File: src/rtl/stall_ctrl.sv
// stall_ctrl: hazard and sequencing controller for the 5-stage stalling RV32I
// pipeline (no forwarding). Detects RAW hazards against EX/MEM/WB producers,
// holds PC and IF/ID for the required number of cycles, bubbles ID/EX,
// flushes on taken branches resolved in EX and produces the next-PC value.
// Optional build macro: STALL_CTRL_PERF_EN adds the perf_stall_cycles and
// perf_flushes counters.
module stall_ctrl #(
  parameter int unsigned     PC_W         = 13,
  parameter logic [PC_W-1:0] RESET_PC     = {PC_W{1'b0}},
  parameter int unsigned     RF_WB_BYPASS = 1
) (
  input  logic            clk,
  input  logic            rst,
  input  logic [PC_W-1:0] pc_i,
  output logic [PC_W-1:0] nxt_pc,
  output logic            pc_stall,
  input  logic            id_valid,
  input  logic [4:0]      id_rs1,
  input  logic [4:0]      id_rs2,
  input  logic            id_rs1_used,
  input  logic            id_rs2_used,
  input  logic            ex_valid,
  input  logic            ex_regwrite,
  input  logic [4:0]      ex_rd,
  input  logic            mem_valid,
  input  logic            mem_regwrite,
  input  logic [4:0]      mem_rd,
  input  logic            wb_valid,
  input  logic            wb_regwrite,
  input  logic [4:0]      wb_rd,
  input  logic            ex_branch_taken,
  input  logic [PC_W-1:0] ex_branch_target,
  output logic            ifid_stall,
  output logic            idex_bubble,
  output logic            ifid_flush,
  output logic            stall_active
`ifdef STALL_CTRL_PERF_EN
  ,
  output logic [31:0]     perf_stall_cycles,
  output logic [31:0]     perf_flushes
`endif
);

  // Stall cycles needed for a producer in each stage. With the write-first
  // register file the WB producer is visible on the same-cycle read.
  localparam logic [2:0]      EX_NEED  = 3'(32'd3 - RF_WB_BYPASS);
  localparam logic [2:0]      MEM_NEED = 3'(32'd2 - RF_WB_BYPASS);
  localparam logic [2:0]      WB_NEED  = 3'(32'd1 - RF_WB_BYPASS);
  localparam logic [PC_W-1:0] PC_INC   = PC_W'(32'd4);

  typedef enum logic {
    ST_RUN   = 1'b0,
    ST_STALL = 1'b1
  } state_t;

  state_t     state_r;
  logic [2:0] cnt_r;

  logic       ex_hit_s;
  logic       mem_hit_s;
  logic       wb_hit_s;
  logic [2:0] ex_need_s;
  logic [2:0] mem_need_s;
  logic [2:0] wb_need_s;
  logic [2:0] hz_need_s;

  // A producer matches when it will write a non-x0 register that ID reads.
  function automatic logic src_match(
    input logic       stg_valid,
    input logic       stg_we,
    input logic [4:0] stg_rd,
    input logic [4:0] rs1,
    input logic       rs1_used,
    input logic [4:0] rs2,
    input logic       rs2_used
  );
    logic hit;
    hit = stg_valid && stg_we && (stg_rd != 5'd0) &&
          ((rs1_used && (rs1 == stg_rd)) || (rs2_used && (rs2 == stg_rd)));
    return hit;
  endfunction

  function automatic logic [2:0] max3(input logic [2:0] a, input logic [2:0] b);
    return (a > b) ? a : b;
  endfunction

  assign ex_hit_s  = id_valid && src_match(ex_valid, ex_regwrite, ex_rd,
                                           id_rs1, id_rs1_used, id_rs2, id_rs2_used);
  assign mem_hit_s = id_valid && src_match(mem_valid, mem_regwrite, mem_rd,
                                           id_rs1, id_rs1_used, id_rs2, id_rs2_used);
  assign wb_hit_s  = id_valid && src_match(wb_valid, wb_regwrite, wb_rd,
                                           id_rs1, id_rs1_used, id_rs2, id_rs2_used);

  assign ex_need_s  = ex_hit_s  ? EX_NEED  : 3'd0;
  assign mem_need_s = mem_hit_s ? MEM_NEED : 3'd0;
  assign wb_need_s  = wb_hit_s  ? WB_NEED  : 3'd0;
  assign hz_need_s  = max3(ex_need_s, max3(mem_need_s, wb_need_s));

  // Output decode: reset forcing, then branch redirect, then stall, then run.
  always_comb begin
    nxt_pc       = pc_i + PC_INC;
    pc_stall     = 1'b0;
    ifid_stall   = 1'b0;
    idex_bubble  = 1'b0;
    ifid_flush   = 1'b0;
    stall_active = 1'b0;
    if (rst) begin
      nxt_pc = RESET_PC;
    end else if (ex_branch_taken) begin
      nxt_pc       = ex_branch_target;
      ifid_flush   = 1'b1;
      idex_bubble  = 1'b1;
      stall_active = (state_r == ST_STALL);
    end else if (state_r == ST_STALL) begin
      nxt_pc       = pc_i;
      pc_stall     = 1'b1;
      ifid_stall   = 1'b1;
      idex_bubble  = 1'b1;
      stall_active = 1'b1;
    end else if (hz_need_s != 3'd0) begin
      nxt_pc      = pc_i;
      pc_stall    = 1'b1;
      ifid_stall  = 1'b1;
      idex_bubble = 1'b1;
    end else begin
      nxt_pc = pc_i + PC_INC;
    end
  end

  // Sequencer: RUN evaluates hazards; STALL counts down the remaining cycles
  // without looking at hazard inputs. Reset and taken branches abort a stall.
  always_ff @(posedge clk) begin
    if (rst) begin
      state_r <= ST_RUN;
      cnt_r   <= 3'd0;
    end else if (ex_branch_taken) begin
      state_r <= ST_RUN;
      cnt_r   <= 3'd0;
    end else begin
      case (state_r)
        ST_RUN: begin
          if (hz_need_s > 3'd1) begin
            state_r <= ST_STALL;
            cnt_r   <= hz_need_s - 3'd1;
          end else begin
            state_r <= ST_RUN;
            cnt_r   <= 3'd0;
          end
        end
        ST_STALL: begin
          if (cnt_r <= 3'd1) begin
            state_r <= ST_RUN;
            cnt_r   <= 3'd0;
          end else begin
            state_r <= ST_STALL;
            cnt_r   <= cnt_r - 3'd1;
          end
        end
        default: begin
          state_r <= ST_RUN;
          cnt_r   <= 3'd0;
        end
      endcase
    end
  end

`ifdef STALL_CTRL_PERF_EN
  logic [31:0] perf_stall_r;
  logic [31:0] perf_flush_r;

  // Count cycles with PC held and cycles with IF/ID flushed; wrap naturally.
  always_ff @(posedge clk) begin
    if (rst) begin
      perf_stall_r <= 32'd0;
      perf_flush_r <= 32'd0;
    end else begin
      perf_stall_r <= perf_stall_r + {31'd0, pc_stall};
      perf_flush_r <= perf_flush_r + {31'd0, ifid_flush};
    end
  end

  assign perf_stall_cycles = perf_stall_r;
  assign perf_flushes      = perf_flush_r;
`endif

endmodule

File: config.mk
export PLATFORM = sky130hd
export DESIGN_NAME = stall_ctrl
export DESIGN_NICKNAME = d
export VERILOG_FILES = /design/src/rtl/stall_ctrl.sv
export SDC_FILE = /design/constraint.sdc
export NUM_CORES = 1
export LEC_CHECK = 0
export BUFFER_PORTS_ARGS = -buffer_cell sky130_fd_sc_hd__buf_2
export CORE_MARGIN = 10
export CORE_UTILIZATION = 38
export DETAILED_ROUTE_END_ITERATION = 10
export PLACE_DENSITY = 0.8
export SYNTH_ARGS = -nofsm -noshare
export SYNTH_HDL_FRONTEND = slang
export SYNTH_SLANG_ARGS = --single-unit
File: constraint.sdc
create_clock -name clk -period 3.1 [get_ports clk]
set_clock_uncertainty 0.15 [all_clocks]
set_input_delay 0.465 -clock clk [delete_from_list [all_inputs] [get_ports clk]]
set_output_delay 0.465 -clock clk [all_outputs]
set_load 0.1 [all_outputs]
# Word-level counts from Yosys, hierarchy flattened

Cells that the tools add are included.

Word-level logic and storage cells: 57
Bits in registers: 4
Input port bits: 63
Output and inout port bits: 18

Eq/ne operators: 4
Muxes and demuxes: 25
Magnitude comparators: 4
Bitwise logic cells: 1
Reduce and logical (&&, ||, !) cells: 18
Add/sub/neg operators: 3

Operators by type and width:

| cell                                                            | number |
|---|---|
| 2-to-1 mux 13 bit                                               | 4 |
| == test 5 bit                                                   | 4 |
| 2-to-1 mux 1 bit                                                | 15 |
| adder 13 x 3 -> 13 bit (second input constant)                  | 1 |
| logical AND 1 bit                                               | 12 |
| nonzero test 5 bit                                              | 2 |
| 2-to-1 mux 3 bit                                                | 2 |
| one-hot mux 3 bit (2 select lines)                              | 1 |
| 2-to-1 mux 2 bit                                                | 2 |
| less-or-equal comparator 3 x 1 -> 1 bit (second input constant) | 1 |
| nonzero test 3 bit                                              | 1 |
| subtractor 2 x 1 -> 3 bit (second input constant)               | 1 |
| subtractor 3 x 1 -> 3 bit (second input constant)               | 1 |
| greater-than comparator 2 x 1 -> 1 bit                          | 1 |
| greater-than comparator 2 x 1 -> 1 bit (second input constant)  | 1 |
| logical OR 1 bit                                                | 2 |
| one-hot mux 1 bit (2 select lines)                              | 1 |
| OR reduction 2 bit                                              | 1 |
| greater-than comparator 1 bit (second input constant)           | 1 |
| NOT 1 bit                                                       | 1 |

# Depth between registers and ports, before layout

Gate-level depths: netlist of the first run.

Depth after elaboration: 15
Mapped depth: 7
Mapped depth without buffers: 6

# Worst setup path before layout of the first run

Ideal clock, no wire load.

Path type: in2out
Start: in ex_rd[3]
End: out nxt_pc[9]
Stages on the path: 6
Path buffers: 1
Required time: 2.485 ns
Slack: -1.661 ns
Arrival: 4.146 ns
Path through: or4_1 o2111ai_2 o221a_4 buf_6 nand4_1 a311oi_1

Longest elaborated chain between the ends: 13
Elaborated cells on any way between the ends: 17
Those cells by class: order compare (1); eq/ne (2); mux (6); reduce/logical (8)

RTL lines:

| element                                | RTL line | RTL |
|---|---|---|
| from (decl)                            | 24       | `input logic [4:0] ex_rd,` |
| == test 5 bit                          | 79       | `((rs1_used && (rs1 == stg_rd)) \|\| (rs2_used && (rs2 == stg_rd)));` |
| logical AND 1 bit                      | 79       |  |
| logical OR 1 bit                       | 79       |  |
| logical AND 1 bit *                    | 78       | `hit = stg_valid && stg_we && (stg_rd != 5'd0) &&` |
| logical AND 1 bit *                    | 87       | `assign ex_hit_s = id_valid && src_match(ex_valid, ex_regwrite, ex_rd,` |
| 2-to-1 mux 2 bit *                     | 94       | `assign ex_need_s = ex_hit_s ? EX_NEED : 3'd0;` |
| greater-than comparator 2 x 1 -> 1 bit | 84       | `return (a > b) ? a : b;` |
| 2-to-1 mux 2 bit *                     | 84       |  |
| nonzero test 3 bit *                   | 120      | `end else if (hz_need_s != 3'd0) begin` |
| 2-to-1 mux 13 bit *                    | 120      |  |
| 2-to-1 mux 13 bit *                    | 114      | `end else if (state_r == ST_STALL) begin` |
| 2-to-1 mux 13 bit *                    | 109      | `end else if (ex_branch_taken) begin` |
| 2-to-1 mux 13 bit *                    | 107      | `if (rst) begin` |
| to (decl)                              | 15       | `output logic [PC_W-1:0] nxt_pc,` |

Mark *: on every way between the ends. The rest lies on a longest branch, timed or not.

# Worst setup path in the final report of the first run

Start: in id_rs1[4]
End: out nxt_pc[9]

Longest elaborated chain between the ends: 15
Elaborated cells on any way between the ends: 21
Those cells by class: order compare (2); eq/ne (2); mux (8); reduce/logical (9)

RTL lines:

| element                                | RTL line | RTL |
|---|---|---|
| from (decl)                            | 18       | `input logic [4:0] id_rs1,` |
| == test 5 bit                          | 79       |  |
| logical AND 1 bit                      | 79       |  |
| logical OR 1 bit                       | 79       |  |
| logical AND 1 bit                      | 78       |  |
| logical AND 1 bit                      | 89       | `assign mem_hit_s = id_valid && src_match(mem_valid, mem_regwrite, mem_rd,` |
| 2-to-1 mux 1 bit                       | 95       | `assign mem_need_s = mem_hit_s ? MEM_NEED : 3'd0;` |
| greater-than comparator 1 bit          | 84       |  |
| 2-to-1 mux 1 bit                       | 84       |  |
| greater-than comparator 2 x 1 -> 1 bit | 84       |  |
| 2-to-1 mux 2 bit *                     | 84       |  |
| nonzero test 3 bit *                   | 120      |  |
| 2-to-1 mux 13 bit *                    | 120      |  |
| 2-to-1 mux 13 bit *                    | 114      |  |
| 2-to-1 mux 13 bit *                    | 109      |  |
| 2-to-1 mux 13 bit *                    | 107      |  |

Marked as above.

==> impl_metrics.csv, run 1 <==
group,metric,value,unit
placement,place_hpwl,3.548,mm
timing,final_hold_viol_count,0,
floorplanning,die_h,70.29,um
logic_synthesis,synth_warnings,0,
logic_synthesis,synthCells,134,
critical_path,cp_top_family,"compound AO/OA/AOI/OAI gates",
floorplanning,core_area,2455,um^2
floorplanning,rows,18,
clock_tree,ctsHoldBuffers,0,
logic_synthesis,synth_seq_cells,4,
route,vias,1434,
clock_tree,cts_tree,"built",
floorplanning,die_area,4940,um^2
clock_tree,cts_sinks,4,
route,drt_iter0_markers,95,
route,vias_per_cell,5.736,
power,p_leak,0.8631,nW
critical_path,crit_path_end,"nxt_pc[9]",
critical_path,crit_chain,"buf_2 -> xor2_1 -> nor4_1 -> a32oi_2 -> o221a_4 -> buf_4 -> a31o_1 -> a311oi_4 -> buf_12",
timing,timing.fmax,316.6,MHz
timing,setup_viol,5,
power,irDropWorstVdd,0.0001892,V
critical_path,crit_buf_inv,3,
critical_path,required,2480,ps
timing,setup_slack,-58.68,ps
logic_synthesis,synth_nets,200,
status,run_status,"finished with violations",
critical_path,regToRegSetupSlack,1790,ps
cells_and_area,nets,287,
placement,gp_congestion,0.9189,
timing,worst_pin_slew,579.7,ps
critical_path,worst_setup_path_start_kind,"input pin",
global_route,antenna_found_initial,1,
hold_path,hp-start,"cnt_r[0]$_SDFF_PP0_",
critical_path,r2r-end,"cnt_r[0]$_SDFF_PP0_",
route,antenna_left,0,
placement,pre_cts_slack,-108.6,ps
critical_path,critPathMaxStageDelay,400,ps
route,drt_drc_violations_left,0,
floorplanning,io_pins,81,
critical_path,r2r_cells,5,
floorplanning,initial_utilization,39.14,%
placement,port_buffers,73,
hold_path,min_path_type,"flip-flop to flip-flop",
logic_synthesis,synthDistinctLibCells,36,
logic_synthesis,syn_area,960.9,um^2
timing,rsz0062_at_grt,"true",
floorplanning,die_w,70.29,um
critical_path,cp-end-kind,"output port",
critical_path,setup.worst_path.start,"id_rs1[4]",
clock_tree,cts_max_level,1,
global_route,grt_max_degree,16,
critical_path,arrival,2540,ps
critical_path,cp.depth,9,
route,wl_per_cell,19.40,um
critical_path,crit_slowest_cell,"nor4_1",
clock_tree,clk_latency,230,ps
timing,final-max-slew-violation-count,0,
global_route,track_usage,17.61,%
route,drt-total-wl,4.851,mm
clock_tree,root_buffer,"clkbuf_4",
global_route,first_global_vias,1573,
cells_and_area,drive_above_1_share,53.88,%
critical_path,worstPathMaxFanout,6,
flow_run,cap_violations,0,
route,drt_first_pass_iters,4,
global_route,grt.overflow.total,0,
global_route,grt_pass1_wl,7.341,mm
timing,period_needed,3159,ps
clock_tree,cts_buffers,3,
status,violations,"setup timing",
power,power,0.4495,mW
cells_and_area,syn2layout_area_growth,104.2,%
clock_tree,cts_buffer_depth,2,
timing,maxSlewHeadroom,61.21,%
power,power.density,229.1,nW/um^2
critical_path,r2r-start,"cnt_r[1]$_SDFF_PP0_",
timing,finalCritPeriodShare,101.9,%
clock_tree,path_clk_slew,40,ps
logic_synthesis,ys_seq_area_share,8.333,%
critical_path,worstSetupPathType,"input pin to output port",
logic_synthesis,syn_area_per_cell,7.171,um^2
[metrics by stage]
step / setup TNS (ps) / std cells / instance area [um^2] / util (%) / hold WS (ps)
2_1_floorplan: -2008 / 134 / 1159 / - / 304.9
5_1_grt: -555.9 / 250 / 1962 / 79.92 / 407.6
3_5_place_dp: -612.1 / 238 / 1763 / 71.81 / 377.5
6_report: -255.4 / 250 / 1962 / 79.92 / 391.3
4_1_cts: -82.94 / 248 / 1888 / 76.91 / 389.4
3_3_place_gp: -40.00 / 238 / 1763 / 71.81 / 318.3
[registers in the layout (all words and copies together), names as in the netlist]
| register | count |
|---|---|
| cnt_r | 3 |
| state_r | 1 |
[per-layer routing]
| metal | global-route usage [%] | vias up | routed length (um) |
|---|---|---|---|
| met5 | 0 | - | 0 |
| met4 | 5.921 | 0 | 159 |
| met3 | 4.379 | 12 | 263 |
| met2 | 36.23 | 60 | 2761 |
| met1 | 15.75 | 689 | 1666 |
| li1 | - | 673 | - |
[cells in the mapped netlist]
cell	instances	area share, %
and3_1	3	2.0
nor3_1	3	1.6
nor2_1	18	7.0
or3_1	1	0.65
mux2i_1	2	2.1
nand2_1	5	2.0
a311oi_1	6	5.5
o21ai_0	2	1.0
buf_4	1	0.78
nor4_1	4	2.6
o2111ai_2	1	1.6
xor2_1	16	15
or4_1	1	0.78
a21o_2	1	0.91
xnor2_1	6	5.5
a31o_2	1	0.91
dfxtp_1	4	8.3
and4b_1	1	1.0
nand4b_1	1	0.91
a32oi_1	3	2.7
clkbuf_1	5	2.0
o221ai_1	1	0.91
nor4_2	1	1.3
buf_6	2	2.3
nand3_1	3	1.6
a21oi_1	4	2.1
o211ai_1	2	1.6
nand4_1	6	3.9
o221a_4	1	2.1
ha_1	3	3.9
a221oi_1	1	0.91
a311oi_2	1	1.6
a22o_1	1	0.91
and2_1	4	2.6
a31o_1	5	4.6
inv_1	14	5.5
[worst reg2reg max path, cell delays in order (launching register included)]
cell and delay (ps):
dfxtp_1 290, inv_1 90, ha_1 160, a21oi_1 40
o211ai_1 300, o21ai_0 150
[area by class of cell]
type                    count  area, um^2
fillers                   149       493.0
multi-input cells         109        1023
well taps                  30       37.54
flip-flops and latches      4       80.08
clock buffers               3       22.52
repair buffers             89       743.2
diodes                      1       2.502
inverters                  14       52.55
[cells in the final DEF (no fill, tap or decap), types with 3 or more instances in the layout]
| cell type | n |
|---|---|
| inv_1 | 14 |
| xor2_1 | 15 |
| nor4_2 | 3 |
| nand3_1 | 3 |
| and3_1 | 3 |
| buf_2 | 55 |
| ha_1 | 3 |
| clkbuf_4 | 3 |
| a311oi_4 | 7 |
| buf_4 | 12 |
| buf_12 | 14 |
| a31o_1 | 5 |
| and2_1 | 4 |
| nor2_1 | 17 |
| buf_6 | 6 |
| dfxtp_1 | 4 |
| nand2_1 | 5 |
| nand4_1 | 6 |
| xnor2_1 | 6 |
[worst min-delay path by stage]
stage,end,slack [ps],cells after the start
6_report,cnt_r[0]$_SDFF_PP0_,390,1
3_5_place_dp,cnt_r[0]$_SDFF_PP0_,380,1
3_3_place_gp,cnt_r[0]$_SDFF_PP0_,320,1
5_1_grt,cnt_r[0]$_SDFF_PP0_,410,1
2_1_floorplan,cnt_r[0]$_SDFF_PP0_,300,1
4_1_cts,cnt_r[0]$_SDFF_PP0_,390,1
[kinds of logic (layout without fill, tap and decap cells)]
kind of cell | Yosys count | in the layout | synth area share (%)
AND/OR/NAND/NOR | 51 | 51 | 27.86
AO/OA/AOI/OAI | 30 | 31 | 27.21
XOR/XNOR | 22 | 22 | 20.05
buffers and inverters | 22 | 106 | 10.55
flip-flops | 4 | 4 | 8.334
adder cells (fa/ha/maj) | 3 | 3 | 3.907
multiplexers | 2 | 2 | 2.083
other | 0 | 1 | 0
[timing repair]
action                                  CTS  global route
buffers inserted                          6             1
resized for setup                        11            14
pin swaps                                12             9
endpoints found under the setup margin    7            11
gates cloned                              1             0
[where the power goes]
| group | total, mW | leakage [nW] | switching [mW] | internal, mW |
|---|---|---|---|---|
| registers | 0.0518 | 0.0322 | 0.0000341 | 0.0517 |
| clock network | 0.0658 | 0.0138 | 0.0224 | 0.0434 |
| logic | 0.332 | 0.817 | 0.206 | 0.126 |
| total | 0.450 | 0.863 | 0.228 | 0.221 |
No activity file was read; power rests on OpenSTA's default activity.
==> inputs of run 2 (changes only) <==
==> constraint.sdc (replaced) <==
create_clock -name clk -period 3.1 [get_ports clk]
set_clock_uncertainty 0.15 [all_clocks]
set_input_delay 0.155 -clock clk [delete_from_list [all_inputs] [get_ports clk]]
set_output_delay 0.155 -clock clk [all_outputs]
set_load 0.1 [all_outputs]
==> run 2 against run 1 <==
The run now ends clean. Hold slack got worse by 170 ps. Die area did not move. Cell area fell by 29%. Critical path type unchanged. Utilization fell by 23 points. Combinational power fell by 28%. Sequential power barely moved. Clock-buffer cell count did not move. Via count fell by 14%. First-iteration DRC count fell by 43%. Sequential cell count did not move. Maximum frequency rose by 19%. Global-route usage fell by 4.9 points.
==> impl_metrics.csv, run 2 (synthesis gave the netlist of run 1 again) <==
group,metric,value,unit
critical_path,cp-end-kind,"output port",
timing,setup_viol,0,
timing,timing.fmax,377.3,MHz
floorplanning,io_pins,81,
power,p_leak,0.6839,nW
global_route,first_global_vias,1205,
clock_tree,cts_setup_buffers,0,
power,comb_power_share,67.1,%
global_route,grt_util_met1,11.60,%
route,antenna_left,0,
timing,final_hold_viol_count,0,
timing,whs,223.5,ps
hold_path,min_path_type,"input pin to flip-flop",
flow_run,cap_violations,0,
timing,setup_slack,449.7,ps
critical_path,worst_setup_path_start_kind,"input pin",
timing,final-max-slew-violation-count,0,
placement,placed_cell_area,1366,um^2
critical_path,worstPathMaxFanout,21,
floorplanning,core_area,2455,um^2
route,drt_first_pass_iters,4,
cells_and_area,n_antenna_cell,0,
global_route,grt_busiest_layer,"met2",
critical_path,required,2790,ps
timing,maxSlewHeadroom,61.92,%
floorplanning,rows,18,
timing,fin_setup_tns,0,ps
clock_tree,cts_resized,0,
cells_and_area,largest_reg_flops,3,
clock_tree,path_clk_slew,40,ps
clock_tree,cts_buffer_depth,2,
critical_path,arrival,2350,ps
route,vias,1236,
cells_and_area,top_register,"cnt_r",
power,intPower,0.1650,mW
cells_and_area,fin_area,1389,um^2
placement,gp_congestion,0.8369,
global_route,antenna_found_initial,0,
placement,pre_cts_slack,479.1,ps
clock_tree,cts_tree,"built",
power,pwr-share-seq,14.5,%
placement,port_buffers,73,
cells_and_area,final_common_cell,"buf_2",
power,switching_share,53.92,%
clock_tree,cts_max_level,1,
cells_and_area,reg_top3,"cnt_r: 3 flops, state_r: 1 flops",
power,irDropWorstVdd,0.0002380,V
global_route,grtUsageMet3,3.390,%
power,pwr-share-clk,18.4,%
global_route,grt_max_degree,22,
clock_tree,ctsHoldBuffers,0,
route,drt_iter0_markers,54,
global_route,track_usage,12.68,%
route,wl_per_cell,14.80,um
hold_path,whs_path_depth,5,
clock_tree,root_buffer,"clkbuf_4",
floorplanning,die_h,70.29,um
status,run_status,"finished, final reports clean",
cells_and_area,drive_above_1_share,45.05,%
global_route,grt_pass1_wl,5.340,mm
floorplanning,die_area,4940,um^2
timing,rsz0062_at_grt,"false",
floorplanning,die_w,70.29,um
floorplanning,initial_utilization,39.14,%
timing,period_needed,2650,ps
cells_and_area,syn2layout_area_growth,44.53,%
global_route,grt.overflow.total,0,
route,drt_drc_violations_left,0,
power,p_sw,0.1930,mW
placement,place_hpwl,3.007,mm
cells_and_area,most-common-layout-cells,"buf_2, nor2_1, xor2_1",
clock_tree,cts_sinks,4,
timing,finalCritPeriodShare,85.49,%
critical_path,r2r_cells,5,
timing,worst_pin_slew,570.5,ps
power,power.density,257.8,nW/um^2
route,vias_per_cell,5.328,
critical_path,worstSetupPathType,"input pin to output port",
global_route,met2_usage,26.35,%
cells_and_area,nets,270,
clock_tree,cts_buffers,3,
route,drt-total-wl,3.433,mm
clock_tree,clk_latency,240,ps
-- run 2: changes by cell type in the layout (fill, tap and decap cells not counted), sizes merged --
cell | previous run | this run
buf | 89 | 73
diode | 1 | 0
o221a | 2 | 1
-- run 2: final cells by class --
type | count | area (um^2)
multi-input combinational | 108 | 830.8
timing repair buffer | 73 | 365.4
tap | 30 | 37.54
fill | 254 | 1066
clock buffer | 3 | 22.52
sequential | 4 | 80.08
inverter | 14 | 52.55
-- run 2: path summary, 6_finish.rpt --
check	start	to	slack, ps
hold / removal	id_valid	state_r$_SDFF_PP0_	220
setup reg to reg	cnt_r[1]$_SDFF_PP0_	cnt_r[0]$_SDFF_PP0_	1880
hold reg to reg	cnt_r[0]$_SDFF_PP0_	cnt_r[0]$_SDFF_PP0_	350
setup / recovery	ex_rd[4]	nxt_pc[9]	450
-- run 2: metrics by stage --
stage / util [%] / power, mW / cells
2_1_floorplan: - / 0.2245 / 134
3_3_place_gp: 55.66 / 0.2899 / 229
3_5_place_dp: 55.66 / 0.2930 / 229
4_1_cts: 56.57 / 0.3611 / 232
5_1_grt: 56.57 / 0.3766 / 232
6_report: 56.57 / 0.3580 / 232
-- run 2: critical path, stage by stage --
cell,delay [ps]
buf_2,130
xor2_1,160
nor4_1,360
a32oi_1,180
o221a_4,380
a31o_1,260
a311oi_2,260
buf_2,470
-- run 2: per-layer routing --
layer	up-vias	routed length [um]	share of wire (%)
met1	580	1198	35
li1	628	-	-
met3	4	144	4.2
met5	-	0	0
met4	0	19	0.55
met2	24	2070	60
-- run 2: power by group through the flow --
stage	clock, mW	sequential, mW	combinational [mW]
floorplan	0	0.0526	0.172
global placement	0	0.0526	0.237
detailed placement	0	0.0526	0.240
CTS	0.0683	0.0518	0.241
global route	0.0704	0.0518	0.254
finish	0.0659	0.0518	0.240
==> inputs of run 3 (changes only) <==
Settings changed: RECOVER_POWER from default to 50, SLEW_MARGIN from default to 10.
==> run 3 against run 2 <==
Via count increased by 1.2%. Critical path type unchanged. Highest routed layer unchanged. Largest cell class unchanged. Sequential cell count unchanged. Hold slack improved by 66 ps.
==> impl_metrics.csv, run 3 (synthesis gave the netlist of run 1 again) <==
group,metric,value,unit
status,run_status,"finished, final reports clean",
critical_path,arrival,2410,ps
clock_tree,cts_tree,"built",
cells_and_area,largest_reg_flops,3,
global_route,grt_max_degree,22,
critical_path,worstSetupPathType,"input pin to output port",
power,p_sw,0.1927,mW
timing,rsz0062_at_grt,"false",
route,vias_per_cell,5.392,
cells_and_area,top_register,"cnt_r",
power,pwr-share-clk,18.5,%
timing,finalCritPeriodShare,87.59,%
global_route,grt.overflow.total,0,
global_route,grtUsageMet3,3.390,%
floorplanning,die_w,70.29,um
critical_path,cp.depth,7,
global_route,first_global_vias,1205,
hold_path,whs_path_depth,5,
floorplanning,initial_utilization,39.14,%
critical_path,critPathMaxStageDelay,520,ps
placement,port_buffers,73,
clock_tree,cts_resized,0,
route,antenna_left,0,
floorplanning,core_area,2455,um^2
timing,final_hold_viol_count,0,
cells_and_area,drive_above_1_share,40.59,%
route,vias,1251,
global_route,antenna_found_initial,0,
clock_tree,path_clk_slew,40,ps
floorplanning,rows,18,
global_route,met2_usage,26.35,%
clock_tree,cts_sinks,4,
power,switching_share,54.09,%
critical_path,worstPathMaxFanout,21,
power,p_leak,0.6528,nW
critical_path,worst_setup_path_start_kind,"input pin",
timing,setup_viol,0,
hold_path,min_path_type,"input pin to flip-flop",
floorplanning,die_h,70.29,um
cells_and_area,most-common-layout-cells,"buf_2, nor2_1, xor2_1",
cells_and_area,n_antenna_cell,0,
clock_tree,ctsHoldBuffers,0,
timing,timing.fmax,368.3,MHz
clock_tree,cts_buffers,3,
critical_path,crit_chain,"clkbuf_1 -> or4_1 -> o2111ai_1 -> o221a_4 -> nand4_1 -> a311oi_2 -> buf_2",
timing,final-max-slew-violation-count,0,
route,drt_drc_violations_left,0,
clock_tree,cts_max_level,1,
power,pwr-share-seq,14.5,%
route,wl_per_cell,14.84,um
cells_and_area,reg_top3,"cnt_r: 3 flops, state_r: 1 flops",
critical_path,r2r_cells,5,
power,power.density,259.5,nW/um^2
timing,worst_pin_slew,1175,ps
critical_path,required,2790,ps
clock_tree,cts_buffer_depth,2,
critical_path,cp_top_family,"compound AO/OA/AOI/OAI gates",
critical_path,cp-end-kind,"output port",
clock_tree,root_buffer,"clkbuf_4",
power,intPower,0.1636,mW
placement,dp.cells,229,
cells_and_area,final_cells,232,
placement,gp_congestion,0.8369,
route,drt-total-wl,3.442,mm
timing,period_needed,2715,ps
route,drt_first_pass_iters,4,
global_route,grt_pass1_wl,5.340,mm
clock_tree,clk_latency,240,ps
placement,place_hpwl,3.007,mm
power,irDropWorstVdd,0.0002379,V
critical_path,crit_buf_inv,2,
flow_run,cap_violations,0,
global_route,track_usage,12.68,%
cells_and_area,syn2layout_area_growth,42.84,%
floorplanning,io_pins,81,
cells_and_area,final_common_cell,"buf_2",
cells_and_area,post-route-util,55.91,%
power,comb_power_share,66.9,%
route,drt_iter0_markers,56,
timing,maxSlewHeadroom,21.97,%
critical_path,regToRegSetupSlack,1880,ps
critical_path,crit_slowest_cell,"or4_1",
floorplanning,die_area,4940,um^2
global_route,grt_busiest_layer,"met2",
clock_tree,cts_setup_buffers,0,
global_route,grt_util_met1,11.60,%
cells_and_area,nets,270,
[run 3: cell count changes in the layout (fill, tap and decap cells not counted)]
cell	change
buf_2	-8
o2111ai_2	-1
o2111ai_1	+1
clkbuf_1	+8
[run 3: routing by layer]
layer / vias to the layer above / part of all wire, %
met3: 4 / 5.0
met5: - / 0
met2: 30 / 60
met1: 589 / 34
met4: 0 / 0.55
li1: 628 / -
[run 3: final cells by class]
| class | instances | area, um^2 |
|---|---|---|
| repair buffers | 73 | 355.3 |
| fillers | 261 | 1082 |
| flip-flops and latches | 4 | 80.08 |
| inverters | 14 | 52.55 |
| clock buffers | 3 | 22.52 |
| multi-input cells | 108 | 824.5 |
| well taps | 30 | 37.54 |
[run 3: worst register-to-register path, cell delays in order, from the launching register on]
cell	delay [ps]
dfxtp_1	290
inv_1	80
ha_1	150
a21oi_1	40
o211ai_1	270
o21ai_0	110
[run 3: final timing paths]
kind,end,startpoint
max,nxt_pc[9],ex_rd[3]
min reg2reg,cnt_r[0]$_SDFF_PP0_,cnt_r[0]$_SDFF_PP0_
min,state_r$_SDFF_PP0_,id_valid
max reg2reg,cnt_r[0]$_SDFF_PP0_,cnt_r[1]$_SDFF_PP0_
[run 3: stage by stage]
stage	worst slack, ps	power [mW]	instance area, um^2	setup TNS (ps)	hold slack (ps)
2_1_floorplan	-22.08	0.2245	1012	-22.08	278.8
3_3_place_gp	482.3	0.2899	1366	0	321.8
3_5_place_dp	479.1	0.2930	1366	0	341.7
4_1_cts	461.3	0.3611	1389	0	219.5
5_1_grt	297.4	0.3749	1373	0	311.5
6_report	384.6	0.3562	1373	0	289.9
[run 3: power by group through the flow]
stage	Sequential [mW]	Clock, mW	Combinational, mW
CTS	0.0518	0.0683	0.241
detailed placement	0.0526	0	0.240
finish	0.0518	0.0659	0.238
global route	0.0518	0.0704	0.253
floorplan	0.0526	0	0.172
global placement	0.0526	0	0.237
